`src/rtl/apu_pkg.sv`:
```
// Shared APU constants and types for the channel-3 wave pattern RAM.
// Holds the FF30-FF3F address map, open-bus value and the index/sample types.
package apu_pkg;

  localparam logic [15:0] WAVE_RAM_BASE         = 16'hFF30;
  localparam int          WAVE_RAM_BYTES        = 16;
  localparam logic [7:0]  OPEN_BUS_DEFAULT      = 8'hFF;
  localparam int          ACCESS_WINDOW_DEFAULT = 2;

  typedef logic [3:0] wave_idx_t;
  typedef logic [3:0] sample_t;

  function automatic logic is_wave_hit(input logic [15:0] addr);
    return addr[15:4] == WAVE_RAM_BASE[15:4];
  endfunction

endpackage

```
`src/rtl/wave_pattern_ram_if.sv`:
```
// Bundle of CPU bus and channel-3 fetch signals seen by the wave pattern RAM.
// master = CPU/channel-3 side, slave = the RAM responder.
interface wave_pattern_ram_if;
  import apu_pkg::*;

  logic [15:0] a;
  logic [7:0]  d_in;
  logic        cpu_wr;
  logic        cpu_rd;
  logic [7:0]  d_out;
  logic        d_oe;
  logic        ch3_active;
  wave_idx_t   wave_a;
  logic        efar_q;
  logic        wave_fetch;
  sample_t     wave_play_d;

  modport master (
    output a, d_in, cpu_wr, cpu_rd, ch3_active, wave_a, efar_q, wave_fetch,
    input  d_out, d_oe, wave_play_d
  );

  modport slave (
    input  a, d_in, cpu_wr, cpu_rd, ch3_active, wave_a, efar_q, wave_fetch,
    output d_out, d_oe, wave_play_d
  );

endinterface

```
`src/rtl/wave_ram_array.sv`:
```
// 16x8 wave pattern storage: one synchronous write port, two asynchronous
// read ports (CPU path and channel-3 fetch path).
module wave_ram_array
  import apu_pkg::*;
(
  input  logic       clk,
  input  logic       we,
  input  wave_idx_t  waddr,
  input  logic [7:0] wdata,
  input  wave_idx_t  cpu_addr,
  output logic [7:0] cpu_q,
  input  wave_idx_t  fetch_addr,
  output logic [7:0] fetch_q
);

  logic [7:0] mem [WAVE_RAM_BYTES];

  // NOTE: the storage array has no reset; its power-on contents are undefined
  // on real hardware and a reset port would stop it mapping onto RAM cells.
  always_ff @(posedge clk) begin
    if (we) mem[waddr] <= wdata;
  end

  // Async reads return pre-write data during a same-cycle write.
  assign cpu_q   = mem[cpu_addr];
  assign fetch_q = mem[fetch_addr];

endmodule

```
`src/rtl/wave_pattern_ram.sv`:
```
// Channel-3 wave pattern RAM responder: CPU decode, playback access-window
// arbitration, sample play latch and registered CPU read data.
module wave_pattern_ram
  import apu_pkg::*;
#(
  parameter int         ACCESS_WINDOW = ACCESS_WINDOW_DEFAULT,
  parameter logic [7:0] OPEN_BUS      = OPEN_BUS_DEFAULT
) (
  input  logic               clk,
  input  logic               apu_reset,
  wave_pattern_ram_if.slave  bus
);

  localparam int CW = $clog2(ACCESS_WINDOW + 2);

  logic [CW-1:0] win_cnt_q;
  logic [7:0]    latch_q;
  logic [7:0]    d_out_q;
  logic          d_oe_q;

  logic          hit;
  logic          window_open;
  logic          access_ok;
  wave_idx_t     cpu_idx;
  logic          wr_en;
  logic [7:0]    rd_data;
  logic [7:0]    cpu_q;
  logic [7:0]    fetch_q;

  wave_ram_array u_array (
    .clk        (clk),
    .we         (wr_en),
    .waddr      (cpu_idx),
    .wdata      (bus.d_in),
    .cpu_addr   (cpu_idx),
    .cpu_q      (cpu_q),
    .fetch_addr (bus.wave_a),
    .fetch_q    (fetch_q)
  );

  // NOTE: every always_comb output gets a value on every path; a missing
  // assignment would infer a latch.
  always_comb begin
    hit         = is_wave_hit(bus.a);
    // A fetch in this very cycle already opens the window.
    window_open = bus.wave_fetch || (win_cnt_q != '0);
    access_ok   = !bus.ch3_active || window_open;
    cpu_idx     = bus.ch3_active ? bus.wave_a : bus.a[3:0];
    wr_en       = hit && bus.cpu_wr && access_ok && !apu_reset;
    rd_data     = access_ok ? cpu_q : OPEN_BUS;
  end

  // NOTE: sequential state uses non-blocking assignments so every register
  // samples pre-edge values regardless of statement order.
  always_ff @(posedge clk) begin
    if (apu_reset) begin
      d_out_q   <= '0;
      d_oe_q    <= 1'b0;
      latch_q   <= '0;
      win_cnt_q <= '0;
    end else begin
      d_oe_q <= hit && bus.cpu_rd;
      if (hit && bus.cpu_rd) d_out_q <= rd_data;
      if (bus.wave_fetch)    latch_q <= fetch_q;

      // Channel 3 stopping closes the window immediately.
      if (!bus.ch3_active)     win_cnt_q <= '0;
      else if (bus.wave_fetch) win_cnt_q <= CW'(ACCESS_WINDOW);
      else if (win_cnt_q != '0) win_cnt_q <= win_cnt_q - CW'(1);
    end
  end

  assign bus.d_out       = d_out_q;
  assign bus.d_oe        = d_oe_q;
  assign bus.wave_play_d = bus.efar_q ? latch_q[3:0] : latch_q[7:4];

endmodule
```
`src/flat_wrapper.sv`:
```
// flat-port wrapper written by rule: the top's interface ports become plain ports
module wave_pattern_ram_flat import apu_pkg::*;
#(
  parameter int         ACCESS_WINDOW = ACCESS_WINDOW_DEFAULT,
  parameter logic [7:0] OPEN_BUS      = OPEN_BUS_DEFAULT
)
  (clk, apu_reset, bus_a, bus_d_in, bus_cpu_wr, bus_cpu_rd, bus_ch3_active, bus_wave_a, bus_efar_q, bus_wave_fetch, bus_d_out, bus_d_oe, bus_wave_play_d);
  wave_pattern_ram_if bus_i ();
  input  logic clk;
  input  logic apu_reset;
  input wire logic [$bits(bus_i.a)-1:0] bus_a;
  input wire logic [$bits(bus_i.d_in)-1:0] bus_d_in;
  input wire logic [$bits(bus_i.cpu_wr)-1:0] bus_cpu_wr;
  input wire logic [$bits(bus_i.cpu_rd)-1:0] bus_cpu_rd;
  input wire logic [$bits(bus_i.ch3_active)-1:0] bus_ch3_active;
  input wire logic [$bits(bus_i.wave_a)-1:0] bus_wave_a;
  input wire logic [$bits(bus_i.efar_q)-1:0] bus_efar_q;
  input wire logic [$bits(bus_i.wave_fetch)-1:0] bus_wave_fetch;
  output wire logic [$bits(bus_i.d_out)-1:0] bus_d_out;
  output wire logic [$bits(bus_i.d_oe)-1:0] bus_d_oe;
  output wire logic [$bits(bus_i.wave_play_d)-1:0] bus_wave_play_d;
  assign bus_i.a = bus_a;
  assign bus_i.d_in = bus_d_in;
  assign bus_i.cpu_wr = bus_cpu_wr;
  assign bus_i.cpu_rd = bus_cpu_rd;
  assign bus_i.ch3_active = bus_ch3_active;
  assign bus_i.wave_a = bus_wave_a;
  assign bus_i.efar_q = bus_efar_q;
  assign bus_i.wave_fetch = bus_wave_fetch;
  assign bus_d_out = bus_i.d_out;
  assign bus_d_oe = bus_i.d_oe;
  assign bus_wave_play_d = bus_i.wave_play_d;
  wave_pattern_ram #(.ACCESS_WINDOW(ACCESS_WINDOW), .OPEN_BUS(OPEN_BUS)) u_core (.clk(clk), .apu_reset(apu_reset), .bus(bus_i));
endmodule
```
`config.mk`:
```
export PLATFORM = sky130hd
export DESIGN_NAME = wave_pattern_ram_flat
export DESIGN_NICKNAME = d
export VERILOG_FILES = /design/src/rtl/apu_pkg.sv /design/src/rtl/wave_pattern_ram_if.sv /design/src/rtl/wave_ram_array.sv /design/src/rtl/wave_pattern_ram.sv /design/src/flat_wrapper.sv
export SDC_FILE = /design/constraint.sdc
export NUM_CORES = 1
export LEC_CHECK = 0
export ABC_AREA = 1
export CAP_MARGIN = 0
export CORE_ASPECT_RATIO = 2
export CORE_MARGIN = 4
export CORE_UTILIZATION = 40
export DETAILED_ROUTE_END_ITERATION = 10
export PLACE_DENSITY = 0.63
export SYNTH_ARGS = -nofsm -noshare
export SYNTH_HDL_FRONTEND = slang
export SYNTH_SLANG_ARGS = --single-unit
```
`constraint.sdc`:
```
create_clock -name clk -period 1.85 [get_ports clk]
set_input_delay 0.37 -clock clk [delete_from_list [all_inputs] [get_ports clk]]
set_output_delay 0.37 -clock clk [all_outputs]
set_load 0.02 [all_outputs]
```
==> results by group, run 1 <==
Logic synthesis
  – Cell area after technology mapping: 0.00756 mm²
  – Number of library cell types mapped by synthesis: 26
  – Post-Syn Instances: 912
  – Syn avg cell area: 8.29 µm²
  – #FFs+latches synth: 147
  – Syn Nets: 947
  – Yosys warning total: 0
  – Sequential-to-total area share from yosys stat: 55.9%

Critical path
  – Delay-heaviest family, CP: buffers and inverters
  – Arrival time at the worst endpoint: 2200 ps
  – Buf/Inv on CP: 4
  – Startpoint Class: input port
  – CP max FO: 22
  – Slowest cell on the critical path: clkdlybuf4s50_1
  – Crit path largest cell delay: 460 ps
  – Worst Path Class, Setup: input port to flip-flop
  – CP required: 2220 ps
  – Critical path depth: 8
  – Reg2Reg Depth: 8
  – Worst path cell trace: clkdlybuf4s50_1 > buf_4 > buf_12 > nand3_1 > nand3_1 > a21oi_1 > o21ai_0 > inv_1
  – Critical Path End Type: flip-flop
  – Most used cell, CP: nand3_1

Layout
  – Commonest cells after routing, fill and taps aside: nand2_1 (405), nand3_1 (171), edfxtp_1 (128)
  – Fin area: 0.00957 mm²
  – Post-layout util: 51.8%
  – Layout area overhead: 26.6%
  – Fillcell total: 1712
  – Commonest non-fill, non-tap cell in the layout: nand2_1
  – Sequential cell area: 0.00422 mm²
  – Share of post-route cells with drive strength above 1: 15.0%
  – Final Non-Filler Cells: 1267
  – Total Nets Final: 1038
  – Area of the multi-input gates: 0.00305 mm²
  – # diodes: 0

Power
  – Peak supply drop: 0.490 mV
  – Switching portion of total power: 24.0%
  – Power Total: 8.17 mW
  – Power per Cell Area: 853 mW/mm²
  – Sequential Power Share: 44.3%
  – Gate power share: 13.0%
  – Leakage: 4.11 nW
  – Sw Pwr: 1.96 mW
  – Power share of the clock group: 42.6%
  – P_int: 6.21 mW

Route
  – Vias: 6814
  – Drt total wl: 26100 µm
  – Antenna Violating Nets Remaining: 0
  – DR WL met2: 13400 µm
  – Metal3 WL: 1720 µm
  – Vias/cell: 5.38
  – DR top layer: met4
  – First-pass DRT Iterations: 5
  – Drt drc: 0
  – Wl on met1: 8340 µm
  – Initial drt markers: 663
  – Avg WL per Cell: 20.6 µm

Timing
  – Worst setup margin: 21.4 ps
  – Hold WS: 342 ps
  – Final setup vio count: 0
  – Fmax: 547 MHz
  – Final TNS setup: 0 ps
  – Clk_skew: 5.93 ps
  – RSZ-0062 raised after global routing: no
  – Fin crit period: 1830 ps
  – Worst-Margin Slew: 530 ps
  – Hold Fails Final Rpt: 0
  – Slew margin rel.: 64.7%
  – Slew Limit Fails: 0
  – Crit share post-route: 98.8%

Clock tree
  – H-tree depth: 4
  – Clock Path Buffers: 2
  – Clock Sinks: 147
  – Clock root cell: clkbuf_16
  – CTS tree: built
  – Latest clock arrival within the worst-skew pair: 420 ps
  – Num CTS Buffers: 17
  – CTS Hold Buffers Added: 0
  – CTS clock-pin slew for the worst setup and hold paths: 60 ps

Placement
  – Inst Count DP: 1235
  – RD Place Congestion: 0.966
  – Post-Place Worst Slack: -596 ps
  – Area after DPL: 0.00877 mm²
  – IO buf count: 47
  – DP Wirelength: 18600 µm

Global route
  – Largest net degree at the start of global routing: 47
  – Vias in the first global route: 6518
  – Gr ovfl total: 0
  – Initial antenna violation count: 0
  – First-pass GRT wire length: 38500 µm
  – Total GRT Usage: 24.7%

Worst hold path
  – Hold Path Depth: 3
  – HP Class: input port to flip-flop

Floorplan
  – Total core area: 0.0185 mm²
  – Io pins: 48
  – Row count: 70
  – Die Span Y: 202 µm
  – Initial Util: 40.9%
  – Die Area: 0.0213 mm²
  – Width of the die: 105 µm

Run status
  – Status: complete, no violations

Job
  – Max-Cap Viols: 0
cell families after synthesis:
logic type | synth area share [%]
AO/OA/AOI/OAI | 2.80
buffers and inverters | 5.58
AND/OR/NAND/NOR | 35.7
flip-flops | 55.9
worst paths after layout:
| kind | startpoint | endpoint | slack [ps] |
|---|---|---|---|
| setup / recovery | bus_wave_a[1] | u_core.latch_q[4] | 20 |
| hold / removal | bus_wave_fetch | u_core.win_cnt_q[0] | 340 |
| setup reg to reg | u_core.win_cnt_q[0] | u_core.u_array.mem[2][5] | 190 |
| hold reg to reg | u_core.win_cnt_q[0] | u_core.win_cnt_q[1] | 470 |
cells in the mapped netlist:
cell | number | area share [%]
nand4_1 | 1 | 0.083
or2_2 | 1 | 0.083
nand3_1 | 177 | 12
dfxtp_1 | 19 | 5.0
a21oi_1 | 14 | 0.93
nand2_1 | 406 | 20
clkbuf_2 | 1 | 0.066
buf_6 | 7 | 1.0
nand2_4 | 4 | 0.60
nand2_2 | 2 | 0.17
edfxtp_1 | 128 | 51
nor2_1 | 44 | 2.2
nor2_2 | 2 | 0.17
buf_2 | 26 | 1.7
o21ai_1 | 2 | 0.13
buf_1 | 1 | 0.050
o21ai_2 | 3 | 0.35
buf_4 | 6 | 0.60
o21ai_0 | 21 | 1.4
nor2_4 | 2 | 0.30
inv_4 | 2 | 0.17
clkbuf_1 | 11 | 0.55
nor3b_1 | 1 | 0.099
nor3_1 | 3 | 0.20
inv_1 | 22 | 1.1
inv_2 | 6 | 0.30
state kept, by name, summed over array words and instances, names as in the netlist:
name and flops:
u_core.latch_q 8, u_core.bus.d_out 8, u_core.win_cnt_q 2, u_core.u_array.mem 128, u_core.bus.d_oe 1
power by group through the flow:
stage	Sequential [mW]	Combinational, mW	Clock [mW]
6_report	3.62	1.06	3.48
4_1_cts	3.62	1.03	3.53
2_1_floorplan	3.69	0.552	0
3_3_place_gp	3.69	1.03	0
3_5_place_dp	3.69	1.03	0
5_1_grt	3.62	1.14	3.67
layer usage:
layer  vias to the layer above  track usage [%]
met1                      3139             25.0
met5                         -                0
li1                       3212                -
met3                       105             3.77
met4                         0             22.1
met2                       358             43.0
worst min-delay path, cell delays in order:
cell and delay (ps):
dlymetal6s2s_1 140, or2_4 160, nor3b_1 50
cell type report:
| cell class | instances | area share, % |
|---|---|---|
| flip-flops and latches | 147 | 44.1 |
| multi-input cells | 683 | 31.8 |
| repair buffers | 124 | 13.3 |
| clock buffers | 19 | 4.52 |
| well taps | 252 | 3.29 |
| clock inverters | 12 | 1.71 |
| inverters | 30 | 1.23 |
timing repair:
| item | CTS | global route |
|---|---|---|
| gates resized for setup | 18 | 49 |
| pin swaps | 0 | 11 |
| setup endpoints to repair | 137 | 130 |
| buffers inserted | 0 | 1 |
Power figures use the tool's default switching activity.
==> run 2, diff against run 1 <==
--- a/config.mk
+++ b/config.mk
@@ -8,5 +8,4 @@
 export ABC_AREA = 1
 export CAP_MARGIN = 0
-export CORE_ASPECT_RATIO = 2
 export CORE_MARGIN = 4
 export CORE_UTILIZATION = 40
==> constraint.sdc (replaced) <==
create_clock -name clk -period 1.85 [get_ports clk]
set_input_delay 0.4625 -clock clk [delete_from_list [all_inputs] [get_ports clk]]
set_output_delay 0.4625 -clock clk [all_outputs]
set_load 0.02 [all_outputs]
==> run 2 against run 1 <==
Net effect:
- largest cell class unchanged
- routed wire length is 6.6% lower
- clock-buffer cell count is 2 lower
- power is 1.1% lower
- die area is 0.63% lower
- first-iteration DRC count is 10% higher
- critical path depth stayed put
- sequential cell count stayed put
- maximum frequency is 0.56% higher
- global-route usage is 1.9 points lower
- clock power is 3% lower
==> results by group, run 2 (synthesized netlist as in run 1, its figures left out) <==
Global route
  – Total GRT Usage: 22.8% (-1.9 points)
  – Gr ovfl total: 0 (unchanged)
  – First-pass GRT wire length: 36600 µm (-4.7%)
  – Vias in the first global route: 6397 (-1.9%)
  – Largest net degree at the start of global routing: 35 (-26%)
  – Initial antenna violation count: 0 (unchanged)

Timing
  – Slew Limit Fails: 0 (unchanged)
  – Hold Fails Final Rpt: 0 (unchanged)
  – Clk_skew: 5.29 ps (-0.637 ps)
  – Slew margin rel.: 73.3% (+8.6 points)
  – Crit share post-route: 98.3% (-0.55 points)
  – Worst setup margin: 31.7 ps (+10.3 ps)
  – Fmax: 550 MHz (+0.56%)
  – Worst-Margin Slew: 401 ps (-129 ps)
  – RSZ-0062 raised after global routing: no
  – Fin crit period: 1820 ps (-10.3 ps)
  – Final setup vio count: 0 (unchanged)

Placement
  – DP Wirelength: 16500 µm (-11%)
  – RD Place Congestion: 0.916 (-5.1%)
  – Area after DPL: 0.00881 mm² (+0.50%)
  – Post-Place Worst Slack: -682 ps (-85.9 ps)
  – IO buf count: 47 (unchanged)

Critical path
  – Critical path launch point: bus_a[0]
  – R2R Setup Slk: 180 ps (about the same)
  – Reg2Reg Depth: 7 (-1)
  – CP endpoint: u_core.u_array.mem[13][5]
  – Arrival time at the worst endpoint: 1930 ps (-270 ps)
  – Startpoint Class: input port
  – Critical Path End Type: flip-flop
  – Worst R2R End: u_core.u_array.mem[2][1]
  – CP max FO: 9 (-59%)
  – Worst Path Class, Setup: input port to flip-flop
  – CP required: 1960 ps (-260 ps)
  – Reg-to-Reg Start: u_core.win_cnt_q[0]

Floorplan
  – Io pins: 48 (unchanged)
  – Row count: 50 (-29%)
  – Total core area: 0.0186 mm² (+0.88%)
  – Die Span Y: 145 µm (-28%)
  – Width of the die: 145 µm (+38%)
  – Die Area: 0.0212 mm² (-0.63%)
  – Initial Util: 40.6% (-0.36 points)

Clock tree
  – H-tree depth: 4 (unchanged)
  – CTS Hold Buffers Added: 0 (unchanged)
  – CTS clock-pin slew for the worst setup and hold paths: 60 ps (about the same)
  – Clock Sinks: 147 (unchanged)
  – CTS tree: built
  – Clock root cell: clkbuf_16
  – Latest clock arrival within the worst-skew pair: 430 ps (about the same)
  – Num CTS Buffers: 17 (unchanged)
  – Clock Path Buffers: 2 (unchanged)

Route
  – Initial drt markers: 731 (+10%)
  – First-pass DRT Iterations: 5 (unchanged)
  – Vias: 6724 (-1.3%)
  – Avg WL per Cell: 19.7 µm (-4.3%)
  – Antenna Violating Nets Remaining: 0 (unchanged)
  – Drt drc: 0 (unchanged)
  – Vias/cell: 5.44 (+1.1%)
  – Drt total wl: 24400 µm (-6.6%)

Layout
  – Post-layout util: 51.0% (-0.77 points)
  – Max FFs per register: 128 (unchanged)
  – Fillcell total: 1664 (-2.8%)
  – Commonest non-fill, non-tap cell in the layout: nand2_1
  – Top reg by flops: u_core.u_array.mem
  – # diodes: 0 (unchanged)
  – Fin area: 0.00951 mm² (-0.61%)
  – Commonest cells after routing, fill and taps aside: nand2_1 (405), nand3_1 (170), edfxtp_1 (128)
  – Area of the multi-input gates: 0.00314 mm² (+3.0%)
  – Total Nets Final: 1025 (-1.3%)
  – Layout area overhead: 25.9%
  – Sequential cell area: 0.00422 mm² (unchanged)
  – Share of post-route cells with drive strength above 1: 15.7% (+0.68 points)

Job
  – Max-Cap Viols: 0 (unchanged)

Worst hold path
  – HP Class: input port to flip-flop
  – Hold Path Depth: 3 (unchanged)

Run status
  – Status: complete, no violations

Power
  – Leakage: 4.04 nW (-1.7%)
  – Peak supply drop: 0.559 mV (+14%)
  – Power per Cell Area: 849 mW/mm² (-0.46%)
## run 2: cell count changes in the layout (fill, tap and decap cells not counted), sizes merged
| cell | previous run | this run |
|---|---|---|
| inv | 30 | 31 |
| clkinvlp | 3 | 6 |
| dlymetal6s2s | 14 | 9 |
| dlygate4sd1 | 1 | 0 |
| clkbuf | 19 | 17 |
| bufinv | 4 | 2 |
| clkdlybuf4s15 | 0 | 4 |
| clkdlybuf4s50 | 26 | 17 |
| buf | 78 | 65 |
| clkinv | 5 | 6 |
| dlygate4sd2 | 5 | 16 |
## run 2: area by class of cell
class / count / area share, %
clock buffer: 17 / 4.47
sequential: 147 / 44.4
multi-input combinational: 683 / 33.0
inverter: 30 / 1.28
clock inverter: 15 / 1.67
tap: 234 / 3.08
timing repair buffer: 111 / 12.1
## run 2: worst max-delay path, cell delays in order
cell	delay, ps
clkdlybuf4s50_1	460
buf_4	150
nand2_4	70
nand2_4	90
buf_4	210
nand3_4	90
buf_6	140
nor2_4	250
## run 2: power breakdown
group / leakage, nW / internal (mW) / total (mW) / switching (mW)
sequential: 1.31 / 3.61 / 3.62 / 0.00602
combinational: 2.47 / 0.376 / 1.07 / 0.692
clock: 0.270 / 1.99 / 3.39 / 1.40
## run 2: worst min path at each step
stage / start / to / slack (ps)
floorplan: u_core.win_cnt_q[0] / u_core.win_cnt_q[1] / 420
global placement: u_core.win_cnt_q[0] / u_core.win_cnt_q[1] / 440
detailed placement: u_core.win_cnt_q[0] / u_core.win_cnt_q[1] / 450
CTS: u_core.win_cnt_q[0] / u_core.win_cnt_q[1] / 460
global route: bus_wave_fetch / u_core.win_cnt_q[0] / 380
finish: bus_wave_fetch / u_core.win_cnt_q[0] / 370
## run 2: per-layer routing
metal	up-vias	track usage (%)	routed length [µm]
li1	3194	-	-
met1	3141	30.5	10300
met2	339	36.5	11400
met3	50	5.20	1880
met4	0	8.64	807
met5	-	0	0
## run 2: timing repair
item,in CTS,in global routing
endpoints found under the setup margin,134,135
setup buffers,2,0
pin swaps,15,6
resized for setup,47,18
cloned,0,0
## run 2: stage by stage
step	power (mW)	std cells	hold WS [ps]	TNS [ps]
final	8.08	1237	371	0
after floorplan	4.26	912	425	-3340
after detailed placement	4.74	1203	448	-92180
after CTS	8.08	1237	456	0
after global routing	8.36	1237	377	0
after global placement	4.73	1203	438	-86550
==> run 3, diff against run 2 <==
Settings changed: HOLD_SLACK_MARGIN set to 0.15, REMOVE_ABC_BUFFERS set to 1.
==> run 3 against run 2 <==
Net effect:
- maximum frequency is 0.41% higher
- sequential share of layout area barely moved
- final cell count up 1.4%
- routed wire length shrank 4.0%
- critical path type is now flip-flop to output pin
- largest cell class unchanged
- highest routed layer is now met5
==> results by group, run 3 (synthesized netlist as in run 1, its figures left out) <==
Timing
  – Fmax: 552 MHz (+0.41%)
  – Clk_skew: 8.61 ps (+3.32 ps)
  – Hold WS: 358 ps (-13.6 ps)
  – Fin crit period: 1810 ps (-7.40 ps)
  – Hold Fails Final Rpt: 0 (unchanged)
  – Slew margin rel.: 79.8% (+6.5 points)
  – Final TNS setup: 0 ps (unchanged)
  – Final setup vio count: 0 (unchanged)
  – Slew Limit Fails: 0 (unchanged)
  – Worst-Margin Slew: 302 ps (-98.6 ps)
  – Crit share post-route: 97.9% (-0.40 points)

Critical path
  – Buf/Inv on CP: 1 (-3)
  – CP max FO: 2 (-7)
  – Critical Path End Type: output pin
  – CP endpoint: bus_d_out[0]
  – Reg-to-Reg Start: u_core.win_cnt_q[0]
  – Critical path depth: 1 (-7)
  – Crit path largest cell delay: 600 ps (+140 ps)
  – CP required: 1390 ps (-570 ps)
  – R2R Setup Slk: 180 ps (about the same)
  – Critical path launch point: u_core.bus.d_out[0]
  – Worst Path Class, Setup: flip-flop to output pin
  – Reg2Reg Depth: 7 (unchanged)
  – Arrival time at the worst endpoint: 1350 ps (-580 ps)
  – Worst path cell trace: clkdlybuf4s50_1
  – Worst R2R End: u_core.u_array.mem[9][4]
  – Startpoint Class: flip-flop
  – Slowest cell on the critical path: clkdlybuf4s50_1
  – Delay-heaviest family, CP: buffers and inverters

Route
  – Initial drt markers: 859 (+18%)
  – Vias/cell: 5.44 (+0.13%)
  – Avg WL per Cell: 18.7 µm (-5.3%)
  – Antenna Violating Nets Remaining: 0 (unchanged)
  – Vias: 6825 (+1.5%)
  – First-pass DRT Iterations: 6 (+1)
  – Drt total wl: 23400 µm (-4.0%)
  – Drt drc: 0 (unchanged)

Global route
  – Total GRT Usage: 22.1% (-0.78 points)
  – Vias in the first global route: 6368 (-0.45%)
  – Gr ovfl total: 0 (unchanged)
  – Largest net degree at the start of global routing: 34 (-2.9%)
  – Initial antenna violation count: 1 (+1)
  – First-pass GRT wire length: 35900 µm (-2.1%)

Power
  – Leakage: 4.18 nW (+3.5%)
  – Sequential Power Share: 45.3% (+0.5 points)
  – Gate power share: 13.1% (about the same)
  – Peak supply drop: 0.527 mV (-5.9%)
  – Switching portion of total power: 25.7% (-0.34 points)
  – P_int: 5.94 mW (-0.64%)
  – Power per Cell Area: 839 mW/mm² (-1.1%)
  – Sw Pwr: 2.05 mW (-2.4%)
  – Power Total: 7.99 mW (-1.1%)
  – Power share of the clock group: 41.6% (-0.4 points)

Layout
  – Sequential cell area: 0.00422 mm² (unchanged)
  – Fillcell total: 1737 (+4.4%)
  – # diodes: 0 (unchanged)
  – Post-layout util: 51.1% (about the same)
  – Top reg by flops: u_core.u_array.mem
  – Layout area overhead: 25.9% (about the same)
  – Commonest cells after routing, fill and taps aside: nand2_1 (406), nand3_1 (166), edfxtp_1 (128)
  – Commonest non-fill, non-tap cell in the layout: nand2_1
  – Area of the multi-input gates: 0.00306 mm² (-2.4%)
  – Max FFs per register: 128 (unchanged)
  – Share of post-route cells with drive strength above 1: 15.9% (+0.23 points)
  – Total Nets Final: 1042 (+1.7%)
  – Final Non-Filler Cells: 1254 (+1.4%)

Floorplan
  – Row count: 50 (unchanged)
  – Total core area: 0.0186 mm² (unchanged)
  – Width of the die: 145 µm (unchanged)
  – Io pins: 48 (unchanged)
  – Die Area: 0.0212 mm² (unchanged)
  – Die Span Y: 145 µm (unchanged)
  – Initial Util: 40.6% (unchanged)

Worst hold path
  – HP Class: input port to flip-flop

Job
  – Max-Cap Viols: 0 (unchanged)

Placement
  – IO buf count: 47 (unchanged)
  – DP Wirelength: 16300 µm (-1.6%)
  – Inst Count DP: 1219 (+1.3%)
  – RD Place Congestion: 0.897 (-2.0%)

Clock tree
  – Clock root cell: clkbuf_16
  – H-tree depth: 4 (unchanged)
  – Clock Path Buffers: 2 (unchanged)
  – CTS clock-pin slew for the worst setup and hold paths: 60 ps (about the same)
  – CTS tree: built
  – Clock Sinks: 147 (unchanged)
  – Num CTS Buffers: 17 (unchanged)
  – Latest clock arrival within the worst-skew pair: 430 ps (about the same)
  – CTS Hold Buffers Added: 0 (unchanged)

Run status
  – Status: complete, no violations
## run 3: cell count changes in the layout (fill, tap and decap cells not counted), sizes merged
cell	before	now
buf	65	82
bufinv	2	0
clkbuf	17	22
clkdlybuf4s50	17	18
clkinvlp	6	1
dlygate4sd2	16	10
dlymetal6s2s	9	14
inv	31	33
## run 3: repair_timing
action,in CTS,in global routing
pin swaps,8,11
gates resized for setup,54,28
setup endpoints to repair,145,144
setup buffers,0,3
hold endpoints to repair,0,0
## run 3: cell type report
cell class,instances,share of cell area (%)
clock inverter,10,0.710
timing repair buffer,128,13.0
clock buffer,22,5.34
multi-input combinational,683,32.2
tap,234,3.08
sequential,147,44.4
inverter,30,1.29
## run 3: power by group through the flow
stage          clock network, mW  registers (mW)  logic, mW
2_1_floorplan                  0            3.69      0.448
3_3_place_gp                   0            3.69      0.994
3_5_place_dp                   0            3.69      0.999
4_1_cts                     3.35            3.62       1.02
5_1_grt                     3.47            3.62       1.14
6_report                    3.32            3.62       1.05
## run 3: metal layers
metal,vias to the layer above,global-route usage [%],wire [µm]
met5,-,0,13
met4,2,6.51,522
met3,58,5.33,2350
met2,399,36.0,10800
met1,3148,29.4,9700
li1,3218,-,-
## run 3: how the worst min path moves through the flow
stage	startpoint	end	slack (ps)	cells past startpoint
after floorplan	u_core.win_cnt_q[0]	u_core.win_cnt_q[1]	420	2
after global placement	u_core.win_cnt_q[0]	u_core.win_cnt_q[1]	440	2
after detailed placement	u_core.win_cnt_q[0]	u_core.win_cnt_q[1]	440	2
after CTS	u_core.win_cnt_q[0]	u_core.win_cnt_q[1]	450	2
after global routing	bus_wave_fetch	u_core.win_cnt_q[0]	360	3
final	bus_wave_fetch	u_core.win_cnt_q[0]	360	3
## run 3: metrics by stage
| stage | setup WS [ps] | area (µm²) |
|---|---|---|
| after floorplan | -569 | 7260 |
| after global placement | -701 | 8710 |
| after detailed placement | -711 | 8710 |
| after CTS | 2.19 | 9410 |
| after global routing | -1.14 | 9520 |
| final | 39.1 | 9520 |
## run 3: tightest hold or removal path, cell delays in order
cell	delay (ps)
dlymetal6s2s_1	110
or2_4	130
nor3b_1	40
